[config.mk]
export PLATFORM = sky130hd
export DESIGN_NAME = rr_grant_scheduler_flat
export DESIGN_NICKNAME = d
export VERILOG_FILES = /design/src/rtl/arb_pkg.sv /design/src/rtl/rr_grant_scheduler_if.sv /design/src/rtl/prio_enc_lsb.sv /design/src/rtl/rr_grant_scheduler.sv /design/src/flat_wrapper.sv
export SDC_FILE = /design/constraint.sdc
export NUM_CORES = 1
export LEC_CHECK = 0
export CELL_PAD_IN_SITES_DETAIL_PLACEMENT = 0
export CELL_PAD_IN_SITES_GLOBAL_PLACEMENT = 2
export CORE_UTILIZATION = 37
export DETAILED_ROUTE_END_ITERATION = 8
export MAX_ROUTING_LAYER = met4
export PLACE_DENSITY_LB_ADDON = 0.05
export SYNTH_ARGS = -nofsm -noshare
export SYNTH_HDL_FRONTEND = slang
export SYNTH_SLANG_ARGS = --single-unit
[constraint.sdc]
create_clock -name clk -period 5.7 [get_ports clk]
set_input_delay 0.855 -clock clk [delete_from_list [all_inputs] [get_ports clk]]
set_output_delay 0.855 -clock clk [all_outputs]
set_load 0.02 [all_outputs]
[src/rtl/arb_pkg.sv]
// Shared types, default sizes and the rotate helper for the round-robin scheduler.
package arb_pkg;

  typedef enum logic {
    IDLE = 1'b0,
    BUSY = 1'b1
  } state_t;

  localparam int unsigned N_DEF        = 8;
  localparam int unsigned MAX_HOLD_DEF = 4;
  localparam int unsigned N_MAX        = 16;
  localparam int unsigned IDX_W        = 4;

  // Rotate the low n bits of vec right by amt; bits at and above n come back as zero.
  function automatic logic [N_MAX-1:0] rotr(input logic [N_MAX-1:0] vec,
                                            input int unsigned amt,
                                            input int unsigned n);
    logic [N_MAX-1:0] r;
    logic [IDX_W-1:0] src;
    r = '0;
    for (int unsigned i = 0; i < N_MAX; i++) begin
      src = IDX_W'((i + amt) % n);
      if (i < n) r[IDX_W'(i)] = vec[src];
    end
    return r;
  endfunction

endpackage

[src/rtl/rr_grant_scheduler_if.sv]
// Request/grant bundle between the requesters and the round-robin scheduler.
interface rr_grant_scheduler_if
  import arb_pkg::*;
#(
  parameter int unsigned N   = N_DEF,
  parameter int unsigned IDW = $clog2(N)
);

  logic [N-1:0]   req;
  logic           done;
  logic [N-1:0]   gnt;
  logic [IDW-1:0] gnt_id;
  logic           gnt_valid;
  logic           forced;

  modport master (
    output req, done,
    input  gnt, gnt_id, gnt_valid, forced
  );

  modport slave (
    input  req, done,
    output gnt, gnt_id, gnt_valid, forced
  );

endinterface

[src/rtl/prio_enc_lsb.sv]
// Lowest-set-bit priority encoder; pos is 0 when no bit is set.
module prio_enc_lsb #(
  parameter int unsigned N   = 8,
  parameter int unsigned IDW = $clog2(N)
) (
  input  logic [N-1:0]   vec,
  output logic [IDW-1:0] pos,
  output logic           any
);

  // Scan from the top so the lowest set bit is the last one written.
  always_comb begin
    pos = '0;
    any = |vec;
    for (int i = N - 1; i >= 0; i--) begin
      if (vec[i]) pos = IDW'(i);
    end
  end

endmodule

[src/rtl/rr_grant_scheduler.sv]
// Round-robin grant scheduler: rotated lowest-first arbitration, grant held until done,
// request drop, or tenure limit, with same-edge re-arbitration on release.
module rr_grant_scheduler
  import arb_pkg::*;
#(
  parameter int unsigned N        = N_DEF,
  parameter int unsigned IDW      = $clog2(N),
  parameter int unsigned MAX_HOLD = MAX_HOLD_DEF
) (
  input logic                  clk,
  input logic                  areset_n,
  rr_grant_scheduler_if.slave  bus
);

  localparam int unsigned HCW = $clog2(MAX_HOLD) + 1;

  state_t         state_q, state_d;
  logic [IDW-1:0] ptr_q, ptr_d;
  logic [HCW-1:0] hold_q, hold_d;
  logic [N-1:0]   gnt_q, gnt_d;
  logic [IDW-1:0] id_q, id_d;
  logic           valid_q, valid_d;
  logic           forced_q, forced_d;

  logic [IDW-1:0] arb_ptr;
  logic [N-1:0]   rot;
  logic [IDW-1:0] enc_pos;
  logic           enc_any;
  logic [IDW-1:0] win;
  logic           rel_done, rel_drop, rel_lim;

  // On a release edge the pointer moves past the current owner before arbitrating.
  assign arb_ptr  = (state_q == BUSY) ? id_q + IDW'(1) : ptr_q;
  assign rot      = N'(rotr(N_MAX'(bus.req), 32'(arb_ptr), N));
  assign win      = enc_pos + arb_ptr;

  assign rel_done = bus.done;
  assign rel_drop = ~bus.req[id_q];
  assign rel_lim  = (hold_q == HCW'(MAX_HOLD - 1));

  prio_enc_lsb #(.N(N), .IDW(IDW)) u_enc (
    .vec (rot),
    .pos (enc_pos),
    .any (enc_any)
  );

  // Next-state, grant and tenure logic.
  always_comb begin
    state_d  = state_q;
    ptr_d    = ptr_q;
    hold_d   = hold_q;
    gnt_d    = gnt_q;
    id_d     = id_q;
    forced_d = 1'b0;
    unique case (state_q)
      IDLE: begin
        if (enc_any) begin
          state_d = BUSY;
          gnt_d   = N'(1) << win;
          id_d    = win;
          hold_d  = '0;
        end
      end
      BUSY: begin
        if (rel_done || rel_drop || rel_lim) begin
          ptr_d    = id_q + IDW'(1);
          hold_d   = '0;
          forced_d = rel_lim && !rel_done && !rel_drop;
          if (enc_any) begin
            gnt_d = N'(1) << win;
            id_d  = win;
          end else begin
            state_d = IDLE;
            gnt_d   = '0;
            id_d    = '0;
          end
        end else begin
          hold_d = hold_q + HCW'(1);
        end
      end
      default: state_d = IDLE;
    endcase
    valid_d = |gnt_d;
  end

  // State, pointer, tenure counter and output registers.
  always_ff @(posedge clk or negedge areset_n) begin
    if (!areset_n) begin
      state_q  <= IDLE;
      ptr_q    <= '0;
      hold_q   <= '0;
      gnt_q    <= '0;
      id_q     <= '0;
      valid_q  <= 1'b0;
      forced_q <= 1'b0;
    end else begin
      state_q  <= state_d;
      ptr_q    <= ptr_d;
      hold_q   <= hold_d;
      gnt_q    <= gnt_d;
      id_q     <= id_d;
      valid_q  <= valid_d;
      forced_q <= forced_d;
    end
  end

  assign bus.gnt       = gnt_q;
  assign bus.gnt_id    = id_q;
  assign bus.gnt_valid = valid_q;
  assign bus.forced    = forced_q;

endmodule

[src/flat_wrapper.sv]
// flat-port wrapper written by rule: the top's interface ports become plain ports
module rr_grant_scheduler_flat import arb_pkg::*;
#(
  parameter int unsigned N        = N_DEF,
  parameter int unsigned IDW      = $clog2(N),
  parameter int unsigned MAX_HOLD = MAX_HOLD_DEF
)
  (clk, areset_n, bus_req, bus_done, bus_gnt, bus_gnt_id, bus_gnt_valid, bus_forced);
  rr_grant_scheduler_if #(.N(N), .IDW(IDW)) bus_i ();
  input logic clk;
  input logic areset_n;
  input wire logic [$bits(bus_i.req)-1:0] bus_req;
  input wire logic [$bits(bus_i.done)-1:0] bus_done;
  output wire logic [$bits(bus_i.gnt)-1:0] bus_gnt;
  output wire logic [$bits(bus_i.gnt_id)-1:0] bus_gnt_id;
  output wire logic [$bits(bus_i.gnt_valid)-1:0] bus_gnt_valid;
  output wire logic [$bits(bus_i.forced)-1:0] bus_forced;
  assign bus_i.req = bus_req;
  assign bus_i.done = bus_done;
  assign bus_gnt = bus_i.gnt;
  assign bus_gnt_id = bus_i.gnt_id;
  assign bus_gnt_valid = bus_i.gnt_valid;
  assign bus_forced = bus_i.forced;
  rr_grant_scheduler #(.N(N), .IDW(IDW), .MAX_HOLD(MAX_HOLD)) u_core (.clk(clk), .areset_n(areset_n), .bus(bus_i));
endmodule
=== After elaboration in Yosys (flattened, before gate mapping) ===
Cells that the tools add are included.

* Bits in registers: 20
* Input bits: 11
* Output and inout bits: 13
* Word-level logic and storage cells: 84

* Add/subtract/negate cells: 10
* Magnitude comparators: 9
* Equality and inequality tests: 3
* Shift operators: 1
* Mux-type cells: 43
* Bitwise operators: 2
* Reduce and logical (&&, ||, !) cells: 9

{| class="wikitable"
|+ Operators with widths
! cell !! number
|-
| 3-bit 2-to-1 mux || 14
|-
| 3-bit by 5-bit < comparator with 1-bit output (second input constant) || 8
|-
| 1-bit binary-select mux with 3-bit select || 9
|-
| 8-bit 2-to-1 mux || 3
|-
| 8-bit one-hot mux with 2 select lines || 1
|-
| 8-bit OR reduction || 2
|-
| 1-bit 2-to-1 mux || 13
|-
| 3-bit adder (first input constant) || 4
|-
| 3-bit one-hot mux with 2 select lines || 2
|-
| 1-bit by 3-bit left shift with 8-bit output (first input constant) || 1
|-
| 2-bit by 3-bit adder with 3-bit output (first input constant) || 2
|-
| 3-bit by 1-bit adder with 3-bit output (second input constant) || 2
|-
| 3-bit by 4-bit < comparator with 1-bit output (second input constant) || 1
|-
| 2-bit AND reduction || 2
|-
| 1-bit by 3-bit adder with 3-bit output (first input constant) || 1
|-
| 3-bit adder || 1
|-
| 3-bit by 2-bit == test with 1-bit output (second input constant) || 1
|-
| 1-bit logical AND || 2
|-
| 1-bit logical OR || 2
|-
| 2-bit by 1-bit inequality test with 1-bit output (second input constant) || 1
|-
| 2-bit inequality test (second input constant) || 1
|-
| 1-bit inverter || 2
|-
| 1-bit one-hot mux with 2 select lines || 1
|-
| 1-bit zero test || 1
|}

=== Logic depth before layout (Yosys ltp) ===
Gate-level depths: netlist of run 1.

* Depth in word-level cells: 19
* Mapped depth: 16

=== Modules after synthesis ===
A second synthesis of run 1 with hierarchy kept.

* Cell total of the unflattened synthesis: 133
* Area total of the unflattened synthesis: 1549.0 µm²

{| class="wikitable"
|+ Modules (own cells, without submodules)
! module !! times used !! cells each !! area an instance (µm²)
|-
| rr_grant_scheduler || 1 || 120 || 1467.7
|-
| prio_enc_lsb || 1 || 13 || 81.3
|}

=== Worst setup path before layout of run 1 ===
Ideal clock, no wire load.

* Kind: reg2reg
* From: register u_core.id_q[1] (netlist: u_core.bus.gnt_id[1])
* To: register u_core.gnt_q[0] (netlist: u_core.bus.gnt[0])
* Data arrival time: 4025 ps
* Slack: 1608 ps
* Stages on the path, launching flop included: 15
* Path buffers: 0
* Period minus slack after synthesis: 4092 ps
* Cell sequence: dfrtp_1 -> ha_1 -> mux2i_1 -> inv_1 -> ha_1 -> xor2_4 -> mux4_2 -> a31o_1 -> a21oi_4 -> nand2_1 -> fa_1 -> xor2_1 -> nor2_1 -> a211oi_2 -> a32o_1

* Word-level cells in the longest chain between the ends: 18

{| class="wikitable"
|+ RTL lines
! what !! line !! RTL
|-
| start: declaration || rr_grant_scheduler.sv:21 || <nowiki>logic [IDW-1:0] id_q, id_d;</nowiki>
|-
| start signal: assignment || rr_grant_scheduler.sv:101 || <nowiki>id_q <= id_d;</nowiki>
|-
| 3-bit by 1-bit adder with 3-bit output || rr_grant_scheduler.sv:33 || <nowiki>assign arb_ptr = (state_q == BUSY) ? id_q + IDW'(1) : ptr_q;</nowiki>
|-
| 3-bit 2-to-1 mux || rr_grant_scheduler.sv:33 ||
|-
| 3-bit adder || arb_pkg.sv:22 || <nowiki>src = IDX_W'((i + amt) % n);</nowiki>
|-
| 1-bit binary-select mux with 3-bit select || arb_pkg.sv:23 || <nowiki>if (i < n) r[IDX_W'(i)] = vec[src];</nowiki>
|-
| 1-bit 2-to-1 mux (implied by the code) || arb_pkg.sv:23 ||
|-
| 3-bit 2-to-1 mux (8 in a row) || prio_enc_lsb.sv:16 || <nowiki>if (vec[i]) pos = IDW'(i);</nowiki>
|-
| 3-bit adder || rr_grant_scheduler.sv:35 || <nowiki>assign win = enc_pos + arb_ptr;</nowiki>
|-
| 1-bit by 3-bit left shift with 8-bit output || rr_grant_scheduler.sv:59, rr_grant_scheduler.sv:70 ||
|-
| 8-bit 2-to-1 mux || rr_grant_scheduler.sv:69 || <nowiki>if (enc_any) begin</nowiki>
|-
| 8-bit 2-to-1 mux || rr_grant_scheduler.sv:65 || <nowiki>if (rel_done || rel_drop || rel_lim) begin</nowiki>
|-
| 8-bit one-hot mux with 2 select lines (*) || rr_grant_scheduler.sv:55 || <nowiki>unique case (state_q)</nowiki>
|-
| named net u_core.gnt_d[0] || rr_grant_scheduler.sv:20 || <nowiki>logic [N-1:0] gnt_q, gnt_d;</nowiki>
|-
| end signal: assignment || rr_grant_scheduler.sv:100 || <nowiki>gnt_q <= gnt_d;</nowiki>
|-
| end: declaration || rr_grant_scheduler.sv:20 ||
|}

The timed path passes the listed nets; every way through them passes the cells marked *. The select of a mux whose other input is x is not followed.
A chain may end at the register's enable or synchronous reset.

=== Worst setup path after layout of run 1 ===
* From: register u_core.id_q[0] (netlist: u_core.bus.gnt_id[0])
* To: register u_core.gnt_q[0] (netlist: u_core.bus.gnt[0])

Same word-level chain as after synthesis.

==> results.cfg, run 1 <==
[clock_tree]
cts_sinks = 20
postCtsSetupBuffers = 0
holdBufCountCts = 0
clk_latency_ns = 0.26
clockBufferDepth = 2
cts_tree = done
clk_pin_slew_worst_paths_ns = 0.08
htreeDepth = 1
cts_made_buffers = 3
cts-resized-gates = 0
root_buffer = clkbuf_8

[die]
start_util = 0.393
core_area_um2 = 4440
dieArea_um2 = 5000
chipWidth_um = 70.7
top_level_ports = 24
die_height_um = 70.7
placementRows = 24

[yosys]
synth-edff-count = 0
ys_types = 48
synth_warnings = 0
synth_seq_area_share = 0.287
synthesis.nets = 158
ys.flop_type = dfrtp_1
synth-async-reset-ratio = 1.00
synth_top_cell_area_share = 0.287
synth.avg_cell_area_um2 = 12.3
synth_area_leaders = dfrtp_1 (29%), mux4_1 (7.5%), mux2i_1 (7.5%)
synth_top_area_cell = dfrtp_1
syn-instance-count = 142
postSynthRegisterBits = 20
synth_area_um2 = 1750

[global_route]
grt_usage = 0.181
grt_first_pass_wirelength_um = 6860
antenna_found_initial = 0
grt_max_degree = 21
grt-ovfl-total = 0
grt_pass1_vias = 1279

[sta]
relSlewSlack = 0.385
max_freq_ghz = 0.221
fin_crit_ns = 4.53
setup_viol = 0
fin_crit_sh = 0.795
rsz0062_at_grt = no
finalMaxSlewViolations = 0
hold_viol_final = 0
setup-tns-final_ns = 0
finalClockSkew_ns = 0.00122
worst_pin_slew_ns = 0.919

[worst_setup_path]
required_ns = 5.90
start_kind = register
r2r_start = u_core.bus.gnt_id[0]
worstPathMaxFanout = 8
r2r_slack_ns = 1.17
cp-end-kind = register
reg2reg_to = u_core.bus.gnt[0]
reg2reg_depth = 14
critPathArrivalTime_ns = 4.73
setup.worst_path.class = register to register

[drt]
routed_wl_um = 4010
wl_met3_um = 138
top_layer_used = met4
via_per_inst = 5.84
wl_met1_um = 2030
dr.first_iter.drc_count = 56
dr_wl_met2_um = 1810
drc_errors = 0
first_pass_iters = 4
postRouteAntennaNets = 0
vias = 1268
wl_per_cell_um = 18.5

[placement]
dp_hpwl_um = 3120
portBuffers = 23
place_congestion = 0.816

[job]
cap_violations = 0

[layout]
fin_nets = 182
diodes = 0
drive_gt1_frac = 0.176
area_delta_synth_final_pct = 18.4
num-fill-cells = 419

[min_path]
hold_end = u_core.hold_q[2]
min_path_type = register to register
min_from = u_core.hold_q[2]
hold_path_depth = 2

[run_status]
status = completed
[worst max path at each step]
stage | end | slack (ns) | from
after detailed placement | u_core.bus.gnt[0] | 1.15 | u_core.bus.gnt_id[0]
after global routing | u_core.bus.gnt[0] | 0.82 | u_core.bus.gnt_id[0]
after global placement | u_core.bus.gnt[0] | 1.25 | u_core.bus.gnt_id[0]
after floorplan | u_core.bus.gnt[0] | 1.61 | u_core.bus.gnt_id[1]
final | u_core.bus.gnt[0] | 1.17 | u_core.bus.gnt_id[0]
after CTS | u_core.bus.gnt[0] | 1.14 | u_core.bus.gnt_id[0]
[through the flow]
step	worst slack, ns	cell area (um2)	std cells	hold slack (ns)	util
finish	1.17	2070	217	0.485	0.465
global placement	1.25	2000	213	0.467	0.449
detailed placement	1.15	2000	213	0.476	0.449
floorplan	1.61	1750	142	0.453	-
global route	0.825	2070	217	0.503	0.465
CTS	1.14	2070	217	0.492	0.465
[flip-flops by register name, indices dropped and copies added (netlist names)]
| register | flops |
|---|---|
| u_core.ptr_q | 3 |
| u_core.state_q | 1 |
| u_core.bus.forced | 1 |
| u_core.bus.gnt | 8 |
| u_core.hold_q | 3 |
| u_core.bus.gnt_valid | 1 |
| u_core.bus.gnt_id | 3 |
[layout by cell type, fill, tap and decap left out, types with 2 or more instances in the layout]
cell and instances:
a21boi_0 2, a21o_1 2, a21oi_1 6, a32o_1 8, and2_1 2, clkbuf_8 3
clkdlybuf4s50_1 23, dfrtp_1 20, ha_1 4, inv_1 3, mux2_1 5, mux2_2 2
mux2_4 2, mux2i_1 13, mux4_1 5, mux4_2 5, nand2_1 8, nand3b_1 2
nor2_1 4, nor3_1 2, nor4_1 2, o21ai_0 3, o21ai_1 4, o2bb2ai_1 2
xnor2_1 6, xor2_1 3
[cell usage after synthesis, drive strengths merged, types with 2 or more instances]
| library cell | n |
|---|---|
| a21oi | 7 |
| buf | 5 |
| nand2 | 10 |
| o2bb2ai | 2 |
| dfrtp | 20 |
| nor2 | 4 |
| a21boi | 2 |
| nand2b | 2 |
| mux2 | 9 |
| nor3 | 3 |
| inv | 4 |
| and2 | 2 |
| ha | 4 |
| nor4 | 2 |
| a21o | 3 |
| mux2i | 13 |
| o21ai | 7 |
| or2 | 2 |
| nand3b | 2 |
| xor2 | 4 |
| xnor2 | 6 |
| a32o | 8 |
| mux4 | 10 |
[per-layer routing]
metal / vias to the layer above / GRT usage
met1: 636 / 0.260
met4: 0 / 0.0311
met5: - / -
met3: 5 / 0.0427
li1: 601 / -
met2: 26 / 0.264
[worst max-delay path, cell delays in order (launching register included)]
cell	delay (ns)
dfrtp_1	0.50
ha_1	0.41
mux2i_1	0.35
inv_1	0.20
ha_1	0.31
xor2_4	0.22
mux4_2	0.58
a31o_1	0.23
a21oi_4	0.17
nand2_1	0.09
fa_1	0.37
xor2_1	0.40
nor2_1	0.10
a211oi_2	0.33
a32o_1	0.22
[layout make-up]
type | count | area, um2 | area share
multi-input combinational | 113 | 1170 | 0.566
sequential | 20 | 500 | 0.242
timing repair buffer | 24 | 238 | 0.115
tap | 52 | 65.1 | 0.0315
clock buffer | 3 | 41.3 | 0.0200
clock inverter | 1 | 30.0 | 0.0145
inverter | 4 | 22.5 | 0.0109
[cell families (layout without fill, tap and decap cells)]
| group | Yosys count | in the layout | synth area share |
|---|---|---|---|
| mux | 32 | 32 | 0.277 |
| flops | 20 | 20 | 0.287 |
| compound gates | 34 | 34 | 0.163 |
| simple gates | 32 | 32 | 0.130 |
| xor+xnor | 10 | 10 | 0.0609 |
| fa+ha+maj | 5 | 5 | 0.0401 |
| buf+inv | 9 | 32 | 0.0430 |
Power of run 1 is not shown: default switching activity piles up to over one toggle a cycle in this logic, so the estimate is an artifact.
==> run 2, diff against run 1 <==
==> constraint.sdc (replaced) <==
create_clock -name clk -period 4.6 [get_ports clk]
set_input_delay 0.69 -clock clk [delete_from_list [all_inputs] [get_ports clk]]
set_output_delay 0.69 -clock clk [all_outputs]
set_load 0.02 [all_outputs]
==> results.cfg, run 2 (synthesized netlist as in run 1, its figures left out) <==
[run_status]
status = completed

[layout]
area_delta_synth_final_pct = 19.7
drive_gt1_frac = 0.190
diodes = 0
seqCellArea_um2 = 500
largest_register_ffs = 8
final_cells = 220
layout.cells.most_common = clkdlybuf4s50_1
fin_nets = 185
num-fill-cells = 424
layout_common_cells = clkdlybuf4s50_1 (23), dfrtp_1 (20), mux2i_1 (13), nand2_1 (8), a32o_1 (8)
multi_input_area_um2 = 1170

[clock_tree]
cts_tree = done
postCtsSetupBuffers = 0
cts-resized-gates = 0
htreeDepth = 1
cts_sinks = 20
cts_made_buffers = 3
root_buffer = clkbuf_8
clockBufferDepth = 2
holdBufCountCts = 0
clk_latency_ns = 0.26
clk_pin_slew_worst_paths_ns = 0.07

[die]
core_area_um2 = 4440
placementRows = 24
die_height_um = 70.7
start_util = 0.393
dieArea_um2 = 5000
chipWidth_um = 70.7
top_level_ports = 24

[global_route]
grt-ovfl-total = 0
grt_max_degree = 21
grt_usage = 0.182
grt_first_pass_wirelength_um = 6890
grt_pass1_vias = 1304
antenna_found_initial = 0

[worst_setup_path]
reg2reg_depth = 15
r2r_start = u_core.bus.gnt_id[1]
r2r_slack_ns = 0.28
cp-end-kind = register
start_kind = register
required_ns = 4.79
critPathArrivalTime_ns = 4.51
worstPathMaxFanout = 5
setup.worst_path.class = register to register
reg2reg_to = u_core.bus.gnt[1]

[drt]
wl_per_cell_um = 18.5
wl_met3_um = 103
drc_errors = 0
vias = 1275
postRouteAntennaNets = 0
top_layer_used = met4
routed_wl_um = 4060
dr.first_iter.drc_count = 43
wl_met1_um = 2060
dr_wl_met2_um = 1890
first_pass_iters = 4
via_per_inst = 5.80

[sta]
fin_crit_sh = 0.939
finalMaxSlewViolations = 0
relSlewSlack = 0.399
setup_viol = 0
rsz0062_at_grt = no
max_freq_ghz = 0.231
hold_viol_final = 0
worst_pin_slew_ns = 0.899
setup-tns-final_ns = 0
fin_crit_ns = 4.32
finalClockSkew_ns = 0.000908

[min_path]
min_from = u_core.hold_q[2]
hold_path_depth = 2
min_path_type = register to register
hold_end = u_core.hold_q[2]

[placement]
dpl.cell_count = 216
portBuffers = 23
dp_hpwl_um = 3150
place_congestion = 0.855

[job]
cap_violations = 0
run 2: cell type report:
class                      instances  share of cell area
tap                               52              0.0311
multi-input combinational        113               0.560
clock inverter                     1              0.0144
clock buffer                       3              0.0198
sequential                        20               0.240
timing repair buffer              27               0.125
inverter                           4              0.0108
run 2: worst max path at each step:
stage,start,endpoint,slack [ns],cells after the start
2_1_floorplan,u_core.bus.gnt_id[1],u_core.bus.gnt[0],0.51,14
3_3_place_gp,u_core.bus.gnt_id[1],u_core.bus.gnt[0],0.40,15
3_5_place_dp,u_core.bus.gnt_id[1],u_core.bus.gnt[1],0.32,15
4_1_cts,u_core.bus.gnt_id[1],u_core.bus.gnt[1],0.29,15
5_1_grt,u_core.bus.gnt_id[1],u_core.bus.gnt[1],0.03,15
6_report,u_core.bus.gnt_id[1],u_core.bus.gnt[1],0.28,15
run 2: stage by stage:
stage / worst slack, ns / instance area (um2) / hold slack (ns) / util
4_1_cts: 0.289 / 2090 / 0.492 / 0.470
2_1_floorplan: 0.508 / 1750 / 0.394 / -
3_5_place_dp: 0.315 / 2020 / 0.476 / 0.454
3_3_place_gp: 0.395 / 2020 / 0.466 / 0.454
6_report: 0.279 / 2090 / 0.485 / 0.470
5_1_grt: 0.0269 / 2090 / 0.511 / 0.470
run 2: worst max-delay path, stage by stage, from the launching register on:
cell and delay, ns:
dfrtp_1 0.44, ha_1 0.37, mux2i_1 0.35, inv_1 0.19, ha_1 0.32, xor2_4 0.21, mux4_2 0.57, a31o_1 0.23
a21oi_4 0.17, nand2_1 0.09, fa_1 0.37, xor2_1 0.18, buf_4 0.16, nor2_1 0.05, a211oi_2 0.33, a32o_1 0.23
run 2: per-layer routing:
metal / vias to the layer above / GRT usage
li1: 609 / -
met3: 2 / 0.0356
met1: 646 / 0.247
met4: 0 / 0.0200
met2: 18 / 0.293
met5: - / -
Power of run 2 is left out for the same reason.
==> run 3, diff against run 2 <==
--- a/config.mk
+++ b/config.mk
@@ -5,10 +5,12 @@
 export SDC_FILE = /design/constraint.sdc
 export NUM_CORES = 1
 export LEC_CHECK = 0
+export CAP_MARGIN = 20
 export CELL_PAD_IN_SITES_DETAIL_PLACEMENT = 0
 export CELL_PAD_IN_SITES_GLOBAL_PLACEMENT = 2
-export CORE_UTILIZATION = 37
+export CORE_UTILIZATION = 43
 export DETAILED_ROUTE_END_ITERATION = 8
+export DONT_BUFFER_PORTS = 1
 export MAX_ROUTING_LAYER = met4
 export PLACE_DENSITY_LB_ADDON = 0.05
 export SYNTH_ARGS = -nofsm -noshare
==> results.cfg, run 3 (synthesized netlist as in run 1, its figures left out) <==
[sta]
setup_ws_ns = 0.478
hold_viol_final = 0
finalClockSkew_ns = 0.00143
rsz0062_at_grt = no
fin_crit_sh = 0.896
relSlewSlack = 0.673
setup_viol = 0
finalMaxSlewViolations = 0
max_freq_ghz = 0.243
worst_pin_slew_ns = 0.476
fin_crit_ns = 4.12
worst_hold_slack_ns = 0.130
setup-tns-final_ns = 0

[worst_setup_path]
slowest_delay_ns = 0.57
start_kind = register
required_ns = 4.79
critPathTopFamily = adder cells
setup.worst_path.class = register to register
worstPathMaxFanout = 5
cp-end-kind = register
critPathBufInv = 1
r2r_start = u_core.bus.gnt_id[0]
path_common_cell = ha_1
critPathArrivalTime_ns = 4.31
crit_path_cell_trace = ha_1, mux2i_1, inv_1, ha_1, xor2_4, mux4_2, a31o_1, a21oi_4, nand2_1, fa_1, xor2_1, nor2_1, a211oi_2, a32o_1
critical_path.startpoint = u_core.bus.gnt_id[0]
slowest_stage = mux4_2

[layout]
fin_nets = 162
diodes = 0
utilization = 0.484
area_delta_synth_final_pct = 4.52
drive_gt1_frac = 0.215
largest_register_ffs = 8
layout.cells.most_common = dfrtp_1
layout_common_cells = dfrtp_1 (20), mux2i_1 (13), nand2_1 (8), a32o_1 (8)

[clock_tree]
cts-resized-gates = 0
clk_pin_slew_worst_paths_ns = 0.07
postCtsSetupBuffers = 0
root_buffer = clkbuf_8
clk_latency_ns = 0.25
holdBufCountCts = 0
htreeDepth = 1
cts_sinks = 20
cts_made_buffers = 3
cts_tree = done
clockBufferDepth = 2

[global_route]
grt-ovfl-total = 0
grt_pass1_vias = 1264
antenna_found_initial = 0
grt_usage = 0.203
grt_first_pass_wirelength_um = 6410
grt_max_degree = 21

[die]
dieArea_um2 = 4320
chipWidth_um = 65.7
core_area_um2 = 3770
top_level_ports = 24
placementRows = 22
die_height_um = 65.7
start_util = 0.463

[drt]
postRouteAntennaNets = 0
routed_wl_um = 3640
drc_errors = 0
wl_per_cell_um = 19.0
dr.first_iter.drc_count = 31
first_pass_iters = 4
via_per_inst = 6.07
vias = 1166

[run_status]
status = completed

[job]
cap_violations = 0

[placement]
place_congestion = 0.819
dp_hpwl_um = 2900
post-place-ws_ns = 0.494
portBuffers = 0

[min_path]
min_path_type = primary input to async pin
[run 3: cell types whose count changed in the layout (fill, tap and decap cells not counted)]
| cell | change |
|---|---|
| bufinv_16 | -1 |
| clkdlybuf4s50_1 | -23 |
[run 3: path summary, 6_finish.rpt]
path	end	slack, ns	cells after the start
setup / recovery	u_core.bus.gnt[3]	0.48	14
hold / removal	u_core.hold_q[2]	0.13	0
setup reg to reg	u_core.bus.gnt[3]	0.48	14
hold reg to reg	u_core.hold_q[2]	0.49	2
max in group asynchronous	u_core.bus.gnt[5]	4.40	0
min in group clk	u_core.hold_q[2]	0.49	2
[run 3: metrics by stage]
step,instances,area [um2]
after global routing,192,1820
final,192,1820
after CTS,192,1820
after floorplan,142,1750
after global placement,189,1780
after detailed placement,189,1780
[run 3: cell type report]
| cell class | count | area, um2 |
|---|---|---|
| Fill cell | 338 | 1950 |
| Multi-Input combinational cell | 113 | 1170 |
| Sequential cell | 20 | 500 |
| Tap cell | 48 | 60.1 |
| Clock buffer | 3 | 41.3 |
| Timing Repair Buffer | 4 | 30.0 |
| Inverter | 4 | 22.5 |
[run 3: worst register-to-register path, stage by stage (launching register included)]
cell	delay [ns]
dfrtp_1	0.38
ha_1	0.36
mux2i_1	0.21
inv_1	0.14
ha_1	0.29
xor2_4	0.21
mux4_2	0.57
a31o_1	0.23
a21oi_4	0.16
nand2_1	0.09
fa_1	0.37
xor2_1	0.41
nor2_1	0.10
a211oi_2	0.32
a32o_1	0.22
[run 3: per-layer routing]
layer	GRT usage	up-vias	wire length, um	part of all wire
met5	-	-	0	0
met4	0.0272	0	8	0.0022
met2	0.310	22	1750	0.48
met3	0.0417	2	127	0.035
li1	-	558	-	-
met1	0.285	584	1760	0.48
Power of run 3 is left out for the same reason.
